File: src/rtl/cnt_mon_pkg.sv
// Shared types and constants for the counter step monitor.
package cnt_mon_pkg;

  localparam int CNT_W  = 4;
  localparam int STAT_W = 8;

  typedef enum logic [1:0] {
    INIT,
    TRACK,
    FAULT
  } mon_state_e;

  typedef struct packed {
    logic [CNT_W-1:0] exp;
    logic [CNT_W-1:0] got;
  } ev_rec_t;

  function automatic logic [STAT_W-1:0] sat_inc(input logic [STAT_W-1:0] v);
    return (v == '1) ? v : v + 1'b1;
  endfunction

endpackage

File: src/rtl/mon_event_fifo.sv
// Synchronous mismatch-record FIFO with sticky overflow flag; no fall-through,
// head data reads as zero while empty.
module mon_event_fifo #(
  parameter int DEPTH  = 4,
  parameter int DATA_W = 8
) (
  input  logic              clk,
  input  logic              rst,
  input  logic              push,
  input  logic              pop,
  input  logic              clr_ovf,
  input  logic [DATA_W-1:0] din,
  output logic [DATA_W-1:0] dout,
  output logic              full,
  output logic              empty,
  output logic              ovf
);

  localparam int AW = $clog2(DEPTH);
  localparam int PW = AW + 1;

  logic [DATA_W-1:0] mem_q [DEPTH];
  logic [PW-1:0]     wr_ptr_q, wr_ptr_d;
  logic [PW-1:0]     rd_ptr_q, rd_ptr_d;
  logic              ovf_q, ovf_d;
  logic              do_push, do_pop;

  // Extra pointer bit distinguishes full from empty when the indices match.
  assign empty = (wr_ptr_q == rd_ptr_q);
  assign full  = (wr_ptr_q[AW] != rd_ptr_q[AW]) &&
                 (wr_ptr_q[AW-1:0] == rd_ptr_q[AW-1:0]);

  always_comb begin
    do_pop   = pop & ~empty;
    do_push  = push & (~full | do_pop);
    wr_ptr_d = wr_ptr_q + PW'(do_push);
    rd_ptr_d = rd_ptr_q + PW'(do_pop);
    ovf_d    = clr_ovf ? 1'b0 : (ovf_q | (push & ~do_push));
  end

  always_ff @(posedge clk or posedge rst) begin
    if (rst) begin
      wr_ptr_q <= '0;
      rd_ptr_q <= '0;
      ovf_q    <= 1'b0;
    end else begin
      wr_ptr_q <= wr_ptr_d;
      rd_ptr_q <= rd_ptr_d;
      ovf_q    <= ovf_d;
    end
  end

  // NOTE: storage is deliberately not reset; the pointers alone define which entries are live.
  always_ff @(posedge clk) begin
    if (do_push) mem_q[wr_ptr_q[AW-1:0]] <= din;
  end

  assign dout = empty ? '0 : mem_q[rd_ptr_q[AW-1:0]];
  assign ovf  = ovf_q;

endmodule

File: src/rtl/cnt_step_monitor.sv
// Step checker for the 4-bit loadable up/down counter: predicts each count,
// flags/counts mismatches and wraps. Event FIFO built only with CNT_STEP_MONITOR_FIFO_EN.
module cnt_step_monitor
  import cnt_mon_pkg::*;
#(
  parameter int W          = CNT_W,
  parameter int ERR_LIMIT  = 8,
  parameter int FIFO_DEPTH = 4
) (
  input  logic              clk,
  input  logic              aclr,
  input  logic              aset_in,
  input  logic              sclr_in,
  input  logic              load_in,
  input  logic              dir_in,
  input  logic [W-1:0]      din_in,
  input  logic [W-1:0]      cnt_in,
  input  logic              clear_in,
  output logic              err_pulse,
  output logic [STAT_W-1:0] err_cnt,
  output logic [STAT_W-1:0] wrap_cnt,
  output logic              fault,
  output logic              ev_valid,
  input  logic              ev_ready,
  output logic [W-1:0]      ev_exp,
  output logic [W-1:0]      ev_got,
  output logic              ovf
);

  localparam logic [STAT_W-1:0] ERR_LIM_C = STAT_W'(ERR_LIMIT);

  mon_state_e        state_q, state_d;
  logic [W-1:0]      prev_cnt_q, prev_cnt_d;
  logic [W-1:0]      din_q, din_d;
  logic              sclr_q, sclr_d, load_q, load_d, dir_q, dir_d;
  logic              err_pulse_q, err_pulse_d;
  logic [STAT_W-1:0] err_cnt_q, err_cnt_d;
  logic [STAT_W-1:0] wrap_cnt_q, wrap_cnt_d;
  logic [W-1:0]      expected;
  logic              cmp_en, mismatch, wrap_hit;

  // NOTE: every always_comb output gets a default first so no path can infer a latch.
  always_comb begin
    expected = sclr_q ? '0 :
               load_q ? din_q :
               dir_q  ? prev_cnt_q + 1'b1 : prev_cnt_q - 1'b1;
    if (aset_in) expected = '1;

    cmp_en   = (state_q != INIT) && !aset_in;
    mismatch = cmp_en && (cnt_in != expected);
    wrap_hit = cmp_en && !mismatch && !sclr_q && !load_q &&
               (dir_q ? (prev_cnt_q == '1 && cnt_in == '0)
                      : (prev_cnt_q == '0 && cnt_in == '1));

    // A set counter resumes counting from all-ones on the next cycle.
    prev_cnt_d  = aset_in ? '1 : cnt_in;
    sclr_d      = sclr_in;
    load_d      = load_in;
    dir_d       = dir_in;
    din_d       = din_in;
    err_pulse_d = mismatch;
    err_cnt_d   = clear_in ? '0 : (mismatch ? sat_inc(err_cnt_q) : err_cnt_q);
    wrap_cnt_d  = clear_in ? '0 : (wrap_hit ? wrap_cnt_q + 1'b1 : wrap_cnt_q);

    state_d = state_q;
    unique case (state_q)
      INIT:    state_d = TRACK;
      TRACK:   if (err_cnt_d >= ERR_LIM_C) state_d = FAULT;
      FAULT:   if (clear_in) state_d = TRACK;
      default: state_d = INIT;
    endcase
  end

  // NOTE: sequential state uses non-blocking assignments so every flop samples pre-edge values.
  always_ff @(posedge clk or posedge aclr) begin
    if (aclr) begin
      state_q     <= INIT;
      prev_cnt_q  <= '0;
      din_q       <= '0;
      sclr_q      <= 1'b0;
      load_q      <= 1'b0;
      dir_q       <= 1'b0;
      err_pulse_q <= 1'b0;
      err_cnt_q   <= '0;
      wrap_cnt_q  <= '0;
    end else begin
      state_q     <= state_d;
      prev_cnt_q  <= prev_cnt_d;
      din_q       <= din_d;
      sclr_q      <= sclr_d;
      load_q      <= load_d;
      dir_q       <= dir_d;
      err_pulse_q <= err_pulse_d;
      err_cnt_q   <= err_cnt_d;
      wrap_cnt_q  <= wrap_cnt_d;
    end
  end

  assign err_pulse = err_pulse_q;
  assign err_cnt   = err_cnt_q;
  assign wrap_cnt  = wrap_cnt_q;
  assign fault     = (state_q == FAULT);

`ifdef CNT_STEP_MONITOR_FIFO_EN
  logic [2*W-1:0] rec_head;
  logic           fifo_empty;
  logic           unused_fifo_full;

  // A record pushed alongside a clear is kept; clear only resets the sticky ovf.
  mon_event_fifo #(
    .DEPTH  (FIFO_DEPTH),
    .DATA_W (2*W)
  ) u_fifo (
    .clk     (clk),
    .rst     (aclr),
    .push    (mismatch),
    .pop     (ev_ready),
    .clr_ovf (clear_in),
    .din     ({expected, cnt_in}),
    .dout    (rec_head),
    .full    (unused_fifo_full),
    .empty   (fifo_empty),
    .ovf     (ovf)
  );

  assign ev_valid = ~fifo_empty;
  assign ev_exp   = rec_head[2*W-1:W];
  assign ev_got   = rec_head[W-1:0];
`else
  localparam int unused_fifo_depth = FIFO_DEPTH;
  logic unused_ev_ready;

  assign unused_ev_ready = ev_ready;
  assign ev_valid        = 1'b0;
  assign ev_exp          = '0;
  assign ev_got          = '0;
  assign ovf             = 1'b0;
`endif

endmodule

File: config.mk
export PLATFORM = sky130hd
export DESIGN_NAME = cnt_step_monitor
export DESIGN_NICKNAME = d
export VERILOG_FILES = /design/src/rtl/cnt_mon_pkg.sv /design/src/rtl/mon_event_fifo.sv /design/src/rtl/cnt_step_monitor.sv
export SDC_FILE = /design/constraint.sdc
export NUM_CORES = 1
export LEC_CHECK = 0
export ABC_AREA = 1
export CORE_ASPECT_RATIO = 0.75
export CORE_MARGIN = 5
export CORE_UTILIZATION = 42
export CTS_BUF_LIST = sky130_fd_sc_hd__clkbuf_4 sky130_fd_sc_hd__clkbuf_8
export DETAILED_ROUTE_END_ITERATION = 6
export PLACE_DENSITY = 0.79
export SKIP_CTS_REPAIR_TIMING = 1
export SLEW_MARGIN = 20
export SYNTH_ARGS = -nofsm -noshare
export SYNTH_HDL_FRONTEND = slang
export SYNTH_SLANG_ARGS = --single-unit
File: constraint.sdc
create_clock -name clk -period 2.3 [get_ports clk]
set_input_delay 0.46 -clock clk [delete_from_list [all_inputs] [get_ports clk]]
set_output_delay 0.46 -clock clk [all_outputs]
set_load 0.01 [all_outputs]
---- Word-level counts from Yosys, hierarchy flattened ----
Cells that the tools add are included.
W data, S select, Z words.
storage, ports and cells
  flip-flop bits (word level) ............. 30
  input port bits ......................... 16
  output and inout bits ................... 28
  logic and storage cells ................. 54
cells by class
  $add $sub $neg .......................... 4
  order comparisons ....................... 1
  eq/ne operators ......................... 8
  multiplexer cells ....................... 14
  reductions and logical operators ........ 18
operators by type and width
  kind                   number
  $mux W8                5
  $mux W4                5
  $add A8 B1 Y8 const B  2
  $eq A4 B4 Y1 const B   2
  $eq A8 B8 Y1 const B   1
  $ge A8 B4 Y1 const B   1
  $logic_and A1 B1 Y1    8
  $logic_not A4 Y1       2
  $pmux W2 S3            1
  $add A4 B1 Y4 const B  1
  $logic_not A1 Y1       4
  $mux W2                2
  $ne A2 B2 Y1 const B   2
  $ne A4 B4 Y1           1
  $reduce_bool A2 Y1     2
  $sub A4 B1 Y4 const B  1
  $eq A2 B1 Y1 const B   1
  $eq A2 B2 Y1 const B   1
  $logic_not A2 Y1       1
  $reduce_and A2 Y1      1
  $mux W1                1

---- Longest topological paths before layout ----
Gate-level depths: netlist of run 1.
  depth in word-level cells ............... 14
  mapped depth ............................ 19
  mapped depth without buffers ............ 19

---- Worst setup path after synthesis of run 1 ----
OpenSTA, ideal clock, no wires.
  path type ............................... reg2reg
  start ................................... register dir_q
  end ..................................... register state_q[1]
  setup time .............................. 116 ps
  data arrival time ....................... 2034 ps
  required time ........................... 2184 ps
  path slack .............................. 150 ps
  stages on the path, launching flop included .. 19
  path buffers ............................ 0
  clock period less this slack ............ 2150 ps
  cell sequence ........................... dfrtp_1 inv_1 fa_1 nor2_1 nor2_1 nand2_1 nand2_1 nand2_1 nand3_2 nor2_4 nand3_4 nand2_4 nand2_1 nand3_1 nand2_1 nor2_1 nand2_1 nand2_1 nand2_1
on the way
  longest elaborated chain between the ends .. 11
RTL lines
  item                                RTL line                text
  start, declared                     cnt_step_monitor.sv:35  logic sclr_q, sclr_d, load_q, load_d, dir_q, dir_d;
  start signal, assigned              cnt_step_monitor.sv:92  dir_q <= dir_d;
  $mux W4                             cnt_step_monitor.sv:46  dir_q ? prev_cnt_q + 1'b1 : prev_cnt_q - 1'b1;
  $mux W4                             cnt_step_monitor.sv:45  load_q ? din_q :
  $mux W4                             cnt_step_monitor.sv:44  expected = sclr_q ? '0 :
  $mux W4                             cnt_step_monitor.sv:47  if (aset_in) expected = '1;
  $ne A4 B4 Y1                        cnt_step_monitor.sv:50  mismatch = cmp_en && (cnt_in != expected);
  $logic_and A1 B1 Y1                 cnt_step_monitor.sv:50
  $mux W8 (2 in series)               cnt_step_monitor.sv:62  err_cnt_d = clear_in ? '0 : (mismatch ? sat_inc(err_cnt_q) : err_cnt_q);
  $ge A8 B4 Y1                        cnt_step_monitor.sv:68  TRACK: if (err_cnt_d >= ERR_LIM_C) state_d = FAULT;
  $ne A2 B2 Y1 (no source line)       --
  $reduce_and A2 Y1 (no source line)  --
  end signal, assigned                cnt_step_monitor.sv:87  state_q <= state_d;
  end, declared                       cnt_step_monitor.sv:32  mon_state_e state_q, state_d;
Every way passes these cells.
A chain may end at the register's enable or synchronous reset.

---- Worst setup path in the final report of run 1 ----
Ends and elaborated chain as after synthesis.

==> summary.md, run 1 <==
| Metric | Value |
|---|---|
| Synth Area in Simple Gates | 0.315 |
| Layout cells sized above 1 | 0.176 |
| Final Hold Viols | 0 |
| Total track usage | 0.153 |
| Remaining DRCs | 0 |
| Hold WC Path Type | register to register |
| Critical path origin | dir_q |
| Period utilization | 1.03 |
| Post-route core utilization | 0.597 |
| Vias | 1672 |
| Register-to-register setup slack | -70 ps |
| Buf+Inv Stages, Crit Path | 1 |
| Routed WL | around 4.3 mm |
| Clock skew | 6.53 ps |
| PD cells | around 670 nW/um2 |
| Startpoint Class | register |
| Final HPWL DP | 3.15 mm |
| Max Cap Viol | 0 |
| Post-Synth XOR/XNOR Area | 0.0331 |
| Clk sink count | 30 |
| Synth-to-Final Area Change | 33.8% |
| Cell count after synthesis | 241 |
| CP required | ~2500 ps |
| Vias in the first global route | between 1500 and 2000 |
| Placement row count | 20 |
| # IOs | 44 |
| Crit-path max FO | 5 |
| Worst VDD drop | about 0.40 mV |
| Post-route insts no fill | 351 |
| Critical path's top delay family | simple AND/OR/NAND/NOR gates |
| First-pass GRT wire length | 7.03 mm |
| Nets | roughly 320 |
| Worst path max stage delay | 420 ps |
| #FFs+latches synth | 30 |
| Largest net degree at the start of global routing | 31 |
| Clock insertion delay at the later pin of the skew report | about 280 ps |
| Crit path capture type | register |
| Reg2Reg Capture Point | state_q[1] |
| Critical-path top delay cell | fa_1 |
| Dpl cells | 343 |
| Die area | 5860 um2 |
| Core area | 4150 um2 |
| Post-DRT Antenna Nets | 0 |
| Total of fill cells in the finished design | between 300 and 400 |
| Multiplexer area fraction after synthesis | 0 |
| Area leader, netlist | dfrtp_1 |
| Crit path cell chain | inv_2 > fa_1 > nor2_1 > nor2_1 > nand2_1 > nand2_1 > nand2_1 > nand3_2 > nor2_4 > nand3_4 > nand2_4 > nand2_1 > nand3_1 > nand2_1 > nor2_2 > nand2_1 > nand2_1 > nand2_1 |
| Hold depth | 3 |
| Vias per inst | 4.76 |
| # port buffers | 32 |
| Mapped cell area | 1850 um2 |
| Register area share after synthesis | 0.405 |
| GP Congestion | 0.789 |
| Fin crit period | 2370 ps |
| Die width | 86.7 um |
| Clk root buf | clkbuf_8 |
| Fin. max-slew vios | 0 |
| Ranking of synthesized cells by area | dfrtp_1, nand2_1, inv_1, nand3_1, buf_4 |
| Reg clk slew, reported paths | 60 ps |
| Yosys top cell area share | 0.405 |
| Drt first pass iters | 4 |
| RSZ-0062 raised after global routing | true |
| Hold-critical path endpoint | state_q[1] |
| Unique masters post-synth | 34 |
| Commonest non-fill, non-tap cell in the layout | nand2_1 |
| Slack of the critical path | -72.7 ps |
| Total grt overflow | 0 |
| Failing checks | negative setup slack |
| Initial antenna violation count | 0 |
| Reg area | 751 um2 |
| H-tree Lvls | 2 |
| Worst setup path class | register to register |
| Largest family of logic cells by synthesized area | simple AND/OR/NAND/NOR gates |
| Most Frequent Cell on Critical Path | nand2_1 |
| Most frequent cells in the layout | nand2_1, inv_1, clkdlybuf4s50_1 |
| Reg2Reg Depth | 18 |
| Avg WL per Cell | 12.4 um |
| Count of final setup violators | 8 |
| Leak | approximately 1.2 nW |
| CTS tree | yes |
| Fmax | 421 MHz |
| Warnings, synthesis | 0 |
| Multi-input gate area | 947 um2 |
| Adder-cell share of the synthesized area | 0.0378 |
| Synth Area in Compound Gates | 0.0675 |
| HP Start | state_q[1] |
| Syn Area/Cell | 7.69 um2 |
| Initial DRC count | 87 |
| Critical path arrival | 2540 ps |
| R2R Path Start | dir_q |
| CTS max path bufs | 2 |
| Die Span Y | 67.5 um |
| Initial cell density of the core | 0.446 |
| TritonCTS Buffers | 5 |
| Status | finished with violations |
| # diodes | 0 |
cell type report:
| class | count | share of cell area |
|---|---|---|
| clock buffer | 6 | 0.0333 |
| inverter | 43 | 0.0651 |
| multi-input combinational | 165 | 0.382 |
| sequential | 30 | 0.303 |
| tap | 55 | 0.0277 |
| timing repair buffer | 52 | 0.190 |
cell families (layout without fill, tap and decap cells):
family                     Yosys count  after routing
DFF                                 30             30
other                                1             10
and+or+nand+nor                    121            121
buffers and inverters               56            101
AOI/OAI and AO/OA                   21             22
xor gates and xnor gates             7              7
adders and majority gates            5              5
worst reg2reg max path, delay by kind of cell, from the launching register on:
family / cells / cell delay, ps
buffers and inverters: 1 / 100
DFF: 1 / 400
adders and majority gates: 1 / 420
and+or+nand+nor: 16 / 1350
power breakdown:
group | total, mW | internal [mW] | switching (mW)
sequential | 0.652 | 0.596 | 0.0553
clock | 0.418 | 0.230 | 0.188
combinational | 0.585 | 0.263 | 0.322
metal layers:
layer	vias up	routed length, um	global-route usage
li1	846	-	-
met1	770	1920	0.186
met2	43	2030	0.254
met3	13	273	0.0415
met4	0	116	0.0700
met5	-	0	0
synth_stat cells:
master     n
inv_1     41
o21a_1     1
xor2_1     7
nand3_1   23
conb_1     1
nand3_4    1
fa_1       1
o21ai_0    6
clkbuf_1   1
o21ai_1    6
nand2_4    1
a21oi_2    1
nor4_1     1
nand3b_1   1
nand2_2    1
or2_1      1
nor3_1     5
nor3b_2    1
nand3_2    3
buf_2      1
dfrtp_1   30
buf_4     10
a21oi_1    5
clkbuf_8   1
inv_2      2
nor3b_1    1
nor2_1    20
nor2_4     2
nand4_1    4
nand2_1   55
o21ai_4    1
ha_1       4
nor3_2     1
o211ai_1   1
flip-flops by register name, indices dropped and copies added, names as in the netlist:
signal / cells
din_q: 4
load_q: 1
sclr_q: 1
err_pulse: 1
err_cnt: 8
prev_cnt_q: 4
wrap_cnt: 8
state_q: 2
dir_q: 1
worst max path at each step:
stage | endpoint | slack, ps | depth (start not counted)
floorplan | state_q[1] | 150 | 18
finish | state_q[1] | -70 | 18
global route | state_q[1] | -240 | 18
CTS | state_q[1] | -120 | 18
detailed placement | state_q[1] | -100 | 18
global placement | state_q[1] | -20 | 18
through the flow:
step | setup slack [ps] | TNS (ps) | power (mW) | area, um2 | hold WS (ps)
finish | -72.7 | -290 | 1.66 | 2480 | 548
global route | -240 | -2270 | 1.75 | 2480 | 583
CTS | -123 | -699 | 1.63 | 2400 | 557
detailed placement | -101 | -482 | 1.21 | 2320 | 548
global placement | -17.2 | -23.3 | 1.18 | 2320 | 519
floorplan | 150 | 0 | 0.981 | 1890 | 491
(Power assumes the default switching activity.)
==> run 2: changes to the inputs <==
--- a/config.mk
+++ b/config.mk
@@ -12,8 +12,10 @@
 export CTS_BUF_LIST = sky130_fd_sc_hd__clkbuf_4 sky130_fd_sc_hd__clkbuf_8
 export DETAILED_ROUTE_END_ITERATION = 6
 export PLACE_DENSITY = 0.79
+export SETUP_SLACK_MARGIN = 0.15
 export SKIP_CTS_REPAIR_TIMING = 1
 export SLEW_MARGIN = 20
 export SYNTH_ARGS = -nofsm -noshare
 export SYNTH_HDL_FRONTEND = slang
 export SYNTH_SLANG_ARGS = --single-unit
+export TNS_END_PERCENT = 20
==> run 2 against run 1 <==
  * Critical path depth fell by 2
  * Fmax increased by 0.19%
  * Power fell by 0.68%
  * Via count shrank 0.12%
  * Register-to-register slack is essentially flat
  * Setup slack better by 4.5 ps
  * Sequential share of layout area grew 0.12 points
  * Largest power group unchanged
  * Utilization is 0.24 points lower
  * Global-route usage unchanged
  * Clock skew about the same
  * The flow still finishes with violations (negative setup slack)
==> summary.md, run 2 (synthesis results as in run 1) <==
| Metric | Value |
|---|---|
| Post-route insts no fill | 351 (unchanged) |
| Layout cells sized above 1 | 0.166 (was 0.176) |
| Remaining DRCs | 0 (unchanged) |
| RSZ-0062 raised after global routing | true (unchanged) |
| Final Hold Viols | 0 (unchanged) |
| Avg WL per Cell | 12.2 um (was 12.4 um) |
| Clock skew | 6.46 ps (was 6.53 ps) |
| Reg clk slew, reported paths | 60 ps (about the same) |
| Period utilization | 1.03 (about the same) |
| Total grt overflow | 0 (unchanged) |
| Dpl cells | 343 (unchanged) |
| Initial cell density of the core | 0.446 (unchanged) |
| Synth-to-Final Area Change | 33.3% (was 33.8%) |
| Core area | 4150 um2 (unchanged) |
| Clk sink count | 30 (unchanged) |
| Slack of the critical path | -68.3 ps (was -72.7 ps) |
| Leak | 1.21 nW (about the same) |
| CTS tree | yes (unchanged) |
| # diodes | 0 (unchanged) |
| Clk root buf | clkbuf_8 (unchanged) |
| Reg area | 751 um2 (unchanged) |
| PD cells | 665 nW/um2 (was 667 nW/um2) |
| Most frequent cells in the layout | nand2_1, inv_1, clkdlybuf4s50_1 (unchanged) |
| Final instance area | 2470 um2 (was 2480 um2) |
| Drt first pass iters | 4 (unchanged) |
| GP Congestion | 0.789 (unchanged) |
| Critical path arrival | 2530 ps (was 2540 ps) |
| Pwr Total | 1.64 mW (was 1.66 mW) |
| Logic pwr share | 0.351 (was 0.354) |
| Nets | 318 (unchanged) |
| Die Span Y | 67.5 um (unchanged) |
| Clk pwr share | 0.253 (about the same) |
| Failing checks | negative setup slack (unchanged) |
| CTS max path bufs | 2 (unchanged) |
| Routed WL | 4.27 mm (was 4.34 mm) |
| Status | finished with violations (unchanged) |
| Pre-CTS setup slack | -101 ps (unchanged) |
| Largest net degree at the start of global routing | 31 (unchanged) |
| Total of fill cells in the finished design | 380 (was 379) |
| Hold slack | 549 ps (was 548 ps) |
| Final HPWL DP | 3.15 mm (unchanged) |
| Placed Area | 2320 um2 (unchanged) |
| Die area | 5860 um2 (unchanged) |
| Vias in the first global route | 1644 (unchanged) |
| Fmax | 422 MHz (was 421 MHz) |
| Fin Setup TNS | -209 ps (was -290 ps) |
| First-pass GRT wire length | 7.03 mm (unchanged) |
| Vias per inst | 4.76 (about the same) |
| Crit-path max FO | 5 (unchanged) |
| Max Cap Viol | 0 (unchanged) |
| Clock insertion delay at the later pin of the skew report | 280 ps (about the same) |
| Int Pwr | 1.09 mW (about the same) |
| Post-route core utilization | 0.595 (was 0.597) |
| Sw Pwr | 556 uW (was 565 uW) |
| Fin crit period | 2370 ps (about the same) |
| Total track usage | 0.153 (unchanged) |
| Initial antenna violation count | 0 (unchanged) |
| TritonCTS Buffers | 5 (unchanged) |
| Initial DRC count | 53 (was 87) |
| Commonest non-fill, non-tap cell in the layout | nand2_1 (unchanged) |
| Multi-input gate area | 937 um2 (was 947 um2) |
| Count of final setup violators | 7 (was 8) |
| Sw frac | 0.338 (was 0.341) |
| Placement row count | 20 (unchanged) |
| Die width | 86.7 um (unchanged) |
| Fin. max-slew vios | 0 (unchanged) |
| Seq pwr share | 0.396 (was 0.394) |
| Startpoint Class | register (unchanged) |
| Worst setup path class | register to register (unchanged) |
| Hold WC Path Type | primary input to async pin (was register to register) |
| CP required | 2470 ps (about the same) |
| Vias | 1670 (was 1672) |
| H-tree Lvls | 2 (unchanged) |
| # IOs | 44 (unchanged) |
| # port buffers | 32 (unchanged) |
| Post-DRT Antenna Nets | 0 (unchanged) |
| Crit path capture type | register (unchanged) |
| Worst VDD drop | 0.396 mV (about the same) |
## run 2: metal layers
layer  global-route usage  vias up  part of all wire
li1                     -      849                 -
met2                0.254       41              0.47
met4               0.0700        0             0.027
met5                    0        -                 0
met3               0.0415       13             0.063
met1                0.186      767              0.44
## run 2: final cells by class
type	instances	share of cell area
tap	55	0.0278
inverter	43	0.0653
sequential	30	0.304
multi-input combinational	165	0.379
timing repair buffer	52	0.190
clock buffer	6	0.0334
## run 2: final timing paths
kind                                 start         end  cells after the start  slack [ps]
worst max-delay path                 dir_q  state_q[1]                     16         -70
worst min-delay path                  aclr    din_q[1]                      3         550
worst max register to register       dir_q  state_q[1]                     16         -70
worst min register to register  state_q[1]  state_q[1]                      3         550
max in group asynchronous             aclr  err_cnt[5]                      3        1460
min in group clk                state_q[1]  state_q[1]                      3         550
## run 2: power by group through the flow
stage               clock network [mW]  registers, mW  logic [mW]
floorplan                            0          0.673       0.308
detailed placement                   0          0.662       0.544
global placement                     0          0.657       0.527
CTS                              0.425          0.653       0.550
finish                           0.416          0.651       0.577
global route                     0.442          0.666       0.638
## run 2: critical path: stages, from the launching register on
cell,delay (ps)
dfrtp_1,400
inv_2,100
fa_1,420
nor2_1,90
nor2_1,40
nand2_1,100
nand2_1,60
nand2_1,70
nand3_2,90
nor2_4,110
nand3_4,140
nand2_4,120
inv_2,60
o211ai_1,250
nand2_1,90
nand2_1,60
nand2_1,50
